===== config.mk =====
export PLATFORM = sky130hd
export DESIGN_NAME = mem_bist_ctrl
export DESIGN_NICKNAME = d
export VERILOG_FILES = /design/src/rtl/mem_bist_ctrl.sv
export SDC_FILE = /design/constraint.sdc
export NUM_CORES = 1
export LEC_CHECK = 0
export BUFFER_PORTS_ARGS = -buffer_cell sky130_fd_sc_hd__buf_4
export CORE_MARGIN = 2
export CORE_UTILIZATION = 35
export DETAILED_ROUTE_END_ITERATION = 12
export SYNTH_ARGS = -nofsm -noshare
export SYNTH_HDL_FRONTEND = slang
export SYNTH_SLANG_ARGS = --single-unit

===== constraint.sdc =====
create_clock -name clk -period 4.5 [get_ports clk]
set_input_delay 1.35 -clock clk [delete_from_list [all_inputs] [get_ports clk]]
set_output_delay 1.35 -clock clk [all_outputs]
set_load 0.05 [all_outputs]

===== src/rtl/mem_bist_ctrl.sv =====
// Memory BIST traffic master: write sweep then read-back sweep over an address
// window, comparing read data against a regenerated pattern.
module mem_bist_ctrl #(
    parameter int          WIDTH   = 32,
    parameter int          DEPTH   = 256,
    parameter int          ADDR    = 8,
    parameter logic [31:0] SEED    = 32'hACE12345,
    parameter int          TIMEOUT = 64
) (
    input  logic             clk,
    input  logic             rst,
    input  logic             start,
    input  logic [ADDR-1:0]  start_addr,
    input  logic [ADDR:0]    num_loc,
    input  logic [1:0]       mode,
    output logic [ADDR-1:0]  addr,
    output logic [WIDTH-1:0] wdata,
    output logic             wrbar,
    output logic             valid,
    input  logic [WIDTH-1:0] rdata,
    input  logic             ready,
    output logic             busy,
    output logic             done,
    output logic             pass,
    output logic             timeout,
    output logic [ADDR:0]    err_cnt,
    output logic [ADDR-1:0]  first_err_addr,
    output logic [1:0]       dbg_state
);

    // Handshake: a beat transfers at the rising edge where valid && ready; while
    // valid is high and ready low, addr/wdata/wrbar are held unchanged.

    typedef enum logic [1:0] {S_IDLE, S_WRITE, S_READ, S_DONE} state_t;

    localparam int          WD       = $clog2(TIMEOUT + 1);
    localparam logic [31:0] SEED_EFF = (SEED == 32'd0) ? 32'd1 : SEED;
    localparam logic [ADDR:0] DEPTH_L = DEPTH[ADDR:0];
    localparam logic [WD-1:0] WD_LAST = WD'(TIMEOUT - 1);

    state_t          state_q, state_d;
    logic [ADDR-1:0] base_q;
    logic [ADDR:0]   num_q, k_q, num_clamp, err_d;
    logic [1:0]      mode_q;
    logic [31:0]     lfsr_q, lfsr_step;
    logic [WD-1:0]   wd_q;
    logic [ADDR-1:0] cur_addr;
    logic [WIDTH-1:0] pattern;
    logic            start_ok, beat, last, stall, wd_expire, mismatch;

    assign num_clamp = (num_loc > DEPTH_L) ? DEPTH_L : num_loc;
    assign start_ok  = start && (state_q == S_IDLE || state_q == S_DONE);
    assign beat      = valid && ready;
    assign stall     = valid && !ready;
    assign last      = (k_q == num_q - 1'b1);
    assign wd_expire = stall && (wd_q == WD_LAST);
    assign cur_addr  = base_q + k_q[ADDR-1:0];
    assign lfsr_step = (lfsr_q >> 1) ^ (lfsr_q[0] ? 32'h80200003 : 32'h0);
    assign mismatch  = (state_q == S_READ) && beat && (rdata != pattern);
    assign err_d     = (mismatch && !(&err_cnt)) ? err_cnt + 1'b1 : err_cnt;

    // Mode 3 is reserved and falls back to the address pattern.
    always_comb begin
        pattern = WIDTH'(cur_addr);
        case (mode_q)
            2'd1: pattern = ~WIDTH'(cur_addr);
            2'd2: for (int i = 0; i < WIDTH; i++) pattern[i] = lfsr_q[i[4:0]];
            default: pattern = WIDTH'(cur_addr);
        endcase
    end

    always_ff @(posedge clk or posedge rst) begin
        if (rst) state_q <= S_IDLE;
        else     state_q <= state_d;
    end

    always_comb begin
        state_d = state_q;
        case (state_q)
            S_IDLE, S_DONE: if (start_ok) state_d = (num_clamp == '0) ? S_DONE : S_WRITE;
            S_WRITE: begin
                if (wd_expire)         state_d = S_DONE;
                else if (beat && last) state_d = S_READ;
            end
            S_READ: begin
                if (wd_expire)         state_d = S_DONE;
                else if (beat && last) state_d = S_DONE;
            end
            default: state_d = S_IDLE;
        endcase
    end

    always_comb begin
        valid     = (state_q == S_WRITE) || (state_q == S_READ);
        wrbar     = (state_q == S_WRITE);
        busy      = valid;
        done      = (state_q == S_DONE);
        addr      = cur_addr;
        wdata     = (state_q == S_WRITE) ? pattern : '0;
        dbg_state = state_q;
    end

    always_ff @(posedge clk or posedge rst) begin
        if (rst) begin
            base_q         <= '0;
            num_q          <= '0;
            mode_q         <= '0;
            k_q            <= '0;
            lfsr_q         <= SEED_EFF;
            wd_q           <= '0;
            pass           <= 1'b0;
            timeout        <= 1'b0;
            err_cnt        <= '0;
            first_err_addr <= '0;
        end else if (start_ok) begin
            base_q         <= start_addr;
            num_q          <= num_clamp;
            mode_q         <= mode;
            k_q            <= '0;
            lfsr_q         <= SEED_EFF;
            wd_q           <= '0;
            pass           <= (num_clamp == '0);
            timeout        <= 1'b0;
            err_cnt        <= '0;
            first_err_addr <= '0;
        end else if (valid) begin
            if (beat) begin
                wd_q <= '0;
                // Both sweeps restart the pattern from the seed at k=0.
                if (last) begin
                    k_q    <= '0;
                    lfsr_q <= SEED_EFF;
                end else begin
                    k_q    <= k_q + 1'b1;
                    lfsr_q <= lfsr_step;
                end
                if (state_q == S_READ && last) pass <= (err_d == '0) && !timeout;
            end else if (wd_expire) begin
                timeout <= 1'b1;
                pass    <= 1'b0;
            end else begin
                wd_q <= wd_q + 1'b1;
            end
            if (mismatch) begin
                err_cnt <= err_d;
                if (err_cnt == '0) first_err_addr <= cur_addr;
            end
        end
    end

endmodule

# [Word level (Yosys, flattened, before mapping)]
# Cells that the tools add are included.
[classes] add_sub_neg=5 n_mul=0 div=0 n_lt_le_gt_ge=1 eq_ne=14 shift=0 muxes=40 n_bitwise=2 reduce_logical=34
[op_table] op="32-bit 2-to-1 mux" count=6
[op_table] op="9-bit 2-to-1 mux" count=9
[op_table] op="32-bit case mux with 2 select lines" count=1
[op_table] op="8-bit 2-to-1 mux" count=4
[op_table] op="32-bit != test" count=1
[op_table] op="8-bit NOT with 32-bit output" count=1
[op_table] op="31-bit by 32-bit bitwise XOR with 32-bit output" count=1
[op_table] op="7-bit 2-to-1 mux" count=4
[op_table] op="9-bit zero test" count=3
[op_table] op="9-bit by 1-bit adder with 9-bit output (second input constant)" count=2
[op_table] op="2-bit 2-to-1 mux" count=6
[op_table] op="3-bit AND reduction" count=4
[op_table] op="1-bit logical AND" count=10
[op_table] op="2-bit nonzero test" count=5
[op_table] op="9-bit equality test" count=1
[op_table] op="9-bit greater-than comparator (second input constant)" count=1
[op_table] op="1-bit 2-to-1 mux" count=9
[op_table] op="9-bit AND reduction" count=1
[op_table] op="9-bit by 1-bit subtractor with 9-bit output (second input constant)" count=1
[op_table] op="8-bit adder" count=1
[op_table] op="7-bit by 1-bit adder with 7-bit output (second input constant)" count=1
[op_table] op="7-bit by 6-bit equality test with 1-bit output (second input constant)" count=1
[op_table] op="2-bit equality test (second input constant)" count=3
[op_table] op="3-bit by 2-bit != test with 1-bit output (second input constant)" count=2
[op_table] op="other kinds (11)" count=18
[word_totals] register_bits=88 latchBits=0 mem_bits_rw=0 rom_bits=0 in_bits=55 out_inout_bits=65 wordCells=107 mem_count=0

# [Longest topological paths before layout]
[depth] word_depth=13 depth_mapped=15 ltp_nobuf=12

# [Worst setup path after synthesis]
# No wires, ideal clock.
[synth_timing] path_kind="register -> output" from="register k_q[3]" to="output wdata[7]" t_arrival_ps=3350 required_time_ps=3150 path_slack_ps=-200 stages_incl_launch_ff=8 path_buffers=0 path_cell_list="dfrtp_1 > ha_1 > a21o_1 > a22o_2 > o22a_4 > xnor2_2 > nor2_1 > a211oi_1"
[synth_via] elab_chain_len=4
[synth_lines] item="start, declared" line_no="43" source="logic [ADDR:0] num_q, k_q, num_clamp, err_d;"
[synth_lines] item="start signal, assigned" line_no="134" source="k_q <= k_q + 1'b1;"
[synth_lines] item="8-bit adder (*)" line_no="57" source="assign cur_addr = base_q + k_q[ADDR-1:0];"
[synth_lines] item="named net addr[7]" line_no="16" source="output logic [ADDR-1:0] addr,"
[synth_lines] item="8-bit NOT with 32-bit output" line_no="66" source="2'd1: pattern = ~WIDTH'(cur_addr);"
[synth_lines] item="32-bit case mux with 2 select lines (*)" line_no="65" source="case (mode_q)"
[synth_lines] item="32-bit 2-to-1 mux (*)" line_no="99" source="wdata = (state_q == S_WRITE) ? pattern : '0;"
[synth_lines] item="end, declared" line_no="17" source="output logic [WIDTH-1:0] wdata,"
# Mark *: on every way through the listed nets, which the timed path passes. The rest lies on a longest branch.

# [Worst setup path after layout]
[layout_timing] from="register k_q[0]" to="output wdata[4]"
[layout_via] elab_chain_len=4
[layout_lines] item="8-bit adder (*)" line_no="57"
[layout_lines] item="8-bit NOT with 32-bit output" line_no="66"
[layout_lines] item="32-bit case mux with 2 select lines (*)" line_no="65"
[layout_lines] item="32-bit 2-to-1 mux (*)" line_no="99"
# Every way passes the cells marked *; elsewhere a longest branch is shown, timed or not.

==> metrics.yaml <==
timing:
  max_freq_ghz: 0.2381
  finalMaxSlewViolations: 0
  fin_skew_ns: 0.005895
  tightest_slew_ns: 0.7927
  rsz0062_at_grt: "no"
  min_period_over_period_pct: 93.32
  relSlewSlack_pct: 47.02
  setup-violations-final: 0
  setup_tns_ns: 0
  period_minus_slack_ns: 4.199
  hold_violations: 0
job:
  max-cap-violations: 0
critical_path:
  criticalPathCategory: "reg -> out"
  cp-end-kind: "output pin"
  cp.required_ns: 3.15
  rr_endpoint: "first_err_addr[7]"
  cp-startpoint: "k_q[0]"
  rrSetupSlack_ns: 0.72
  path_max_fanout: 6
  worst_r2r_startpoint: "mode_q[0]"
  arrival_ns: 2.85
  cp-start-kind: "flop"
  reg2regPathDepth: 12
final_layout:
  n_antenna_cell: 0
  fin_area_um2: 7355
  final_nets: 860
  fillers: 1693
  areaGrowthSynthToFinish_pct: 24.03
  drive_above_1_share_pct: 25.41
floorplan:
  die_h_um: 134.2
  row_count: 47
  coreArea_um2: 16580
  io_pins: 120
  start_util_pct: 35.76
  die_w_um: 134.2
  dieArea_um2: 18000
grt:
  grt_max_degree: 47
  antenna_found_initial: 0
  grt-ovfl-total: 0
  track_usage_pct: 21.01
  grt_pass1_wl_um: 29520
  grt_pass1_vias: 5183
power_and_ir_drop:
  p_sw_w: 0.001408
  p_comb_share_pct: 41.5
  p_sw_share_pct: 41.66
  p_seq_share_pct: 35.3
  ir_drop_mv: 0.3699
  p_leak_nw: 3.271
  clockPowerShare_pct: 23.2
  power_density_nw_per_um2: 459.5
  power.internal_w: 0.001972
logic_synthesis:
  synthTopCellsByArea: "dfrtp_1 31%, dfstp_2 6.2%, nand2_1 4.9%"
  synth_ff_type: "dfrtp_1"
  yosysTopAreaCellShare_pct: 31.23
  syn_area_per_cell_um2: 8.681
  ys_types: 81
  ys_async_sr_fraction_pct: 100.0
  syn_nets: 757
  synth_top_cells_by_count: "78 x nand2_1, 74 x dfrtp_1, 58 x nor2_1"
  netlist_area_um2: 5929
  synth_most_common_cell: "nand2_1"
  synth-seq-cells: 88
  synth_cells: 683
  synth_edf_count: 0
  synth_top_area_cell: "dfrtp_1"
  yosysWarnings: 0
  seq_area_frac_synth_pct: 37.43
clocking:
  clkSinkCount: 88
  clkTransAtPathRegs_ns: 0.06
  cts_resized: 0
  root_buffer: "clkbuf_16"
  hold_buffers: 0
  post-cts-setup-buffers: 0
  htree_levels: 3
  cts_buffers: 9
  worstSkewPairLatency_ns: 0.35
  cts_buffer_depth: 2
  cts_tree: "built"
routing:
  ant_nets: 0
  drtIter0Drc: 463
  drt_drc_violations_left: 0
  num_vias: 5592
  via_per_inst: 5.531
  wl_per_cell_um: 18.52
  wl_um: 18720
  first_pass_iters: 5
placed_design:
  dp_hpwl_um: 14160
  placed_area_um2: 7044
  place_congestion: 0.9865
  portBuffers: 119
worst_hold_path:
  holdPathStages: 2
  hp-class: "reg -> reg"
  hold_path_end: "first_err_addr[0]"
  hp-start: "first_err_addr[0]"
run_status:
  outcome: "completed"
## sequential cells by signal (all words and copies together) (netlist names)
signal,cells
pass,1
lfsr_q,32
base_q,8
k_q,9
first_err_addr,8
timeout,1
mode_q,2
err_cnt,9
dbg_state,2
num_q,9
wd_q,7
## worst max-delay path, cell delays in order, from the launching register on
cell      delay [ns]
dfrtp_1         0.44
ha_1            0.24
fa_1            0.42
a211oi_2        0.24
o21bai_4        0.21
xnor2_2         0.21
a221oi_1        0.13
a211oi_1        0.34
buf_4           0.26
## metrics by stage
stage / util [%] / hold slack, ns / power (W) / worst slack, ns / std cells
floorplan: - / 0.4669 / 0.002153 / 0.2091 / 683
global placement: 42.48 / 0.5030 / 0.002596 / 0.6815 / 995
detailed placement: 42.48 / 0.5047 / 0.002596 / 0.6437 / 995
CTS: 44.35 / 0.5149 / 0.003392 / 0.2979 / 1011
global route: 44.35 / 0.5425 / 0.003572 / 0.1547 / 1011
finish: 44.35 / 0.5141 / 0.003379 / 0.3005 / 1011
## metal layers
layer  part of all wire (%)  GRT usage (%)  up-vias
met3                    5.5          2.721       29
met4                    2.1          7.544        0
li1                       -              -     2673
met2                     45          31.32      203
met1                     48          31.15     2687
met5                      0              0        -
## area by class of cell
class / instances / area, um2 / area share [%]
multi-input combinational: 519 / 3393 / 46.14
sequential: 88 / 2220 / 30.18
timing repair buffer: 133 / 1023 / 13.92
tap: 220 / 275.3 / 3.743
clock buffer: 13 / 270.3 / 3.675
inverter: 35 / 132.6 / 1.803
clock inverter: 3 / 40.04 / 0.5444
## layout by cell type (no fill, tap or decap), types with 17 or more instances in the layout
master and n:
a21oi_1 48, a22o_1 17, buf_4 131, dfrtp_1 74, ha_1 18, inv_1 33
nand2_1 78, nand2b_1 20, nand3_1 24, nor2_1 58, o21ai_0 49
## power groups by stage
stage                     registers, W  logic (W)  clock network [W]
final                          0.00119    0.00140           0.000784
after global routing           0.00122    0.00152           0.000831
after CTS                      0.00119    0.00140           0.000804
after detailed placement       0.00120    0.00139                  0
after global placement         0.00120    0.00140                  0
after floorplan                0.00125   0.000900                  0
## worst max-delay path by stage
stage	end	slack [ns]	depth (start not counted)
after floorplan	wdata[3]	0.21	7
after global routing	wdata[4]	0.15	8
final	wdata[4]	0.30	8
after CTS	wdata[4]	0.30	8
after global placement	first_err_addr[7]	0.68	11
after detailed placement	first_err_addr[7]	0.64	11
## logic make-up after synthesis
logic type	Yosys count	share of synthesized area, %
compound gates	208	24.12
xor+xnor	32	5.212
mux	22	4.009
simple gates	238	19.67
fa+ha+maj	19	4.136
buf+inv	76	5.423
flops	88	37.43
No activity file was read; power rests on OpenSTA's default activity.
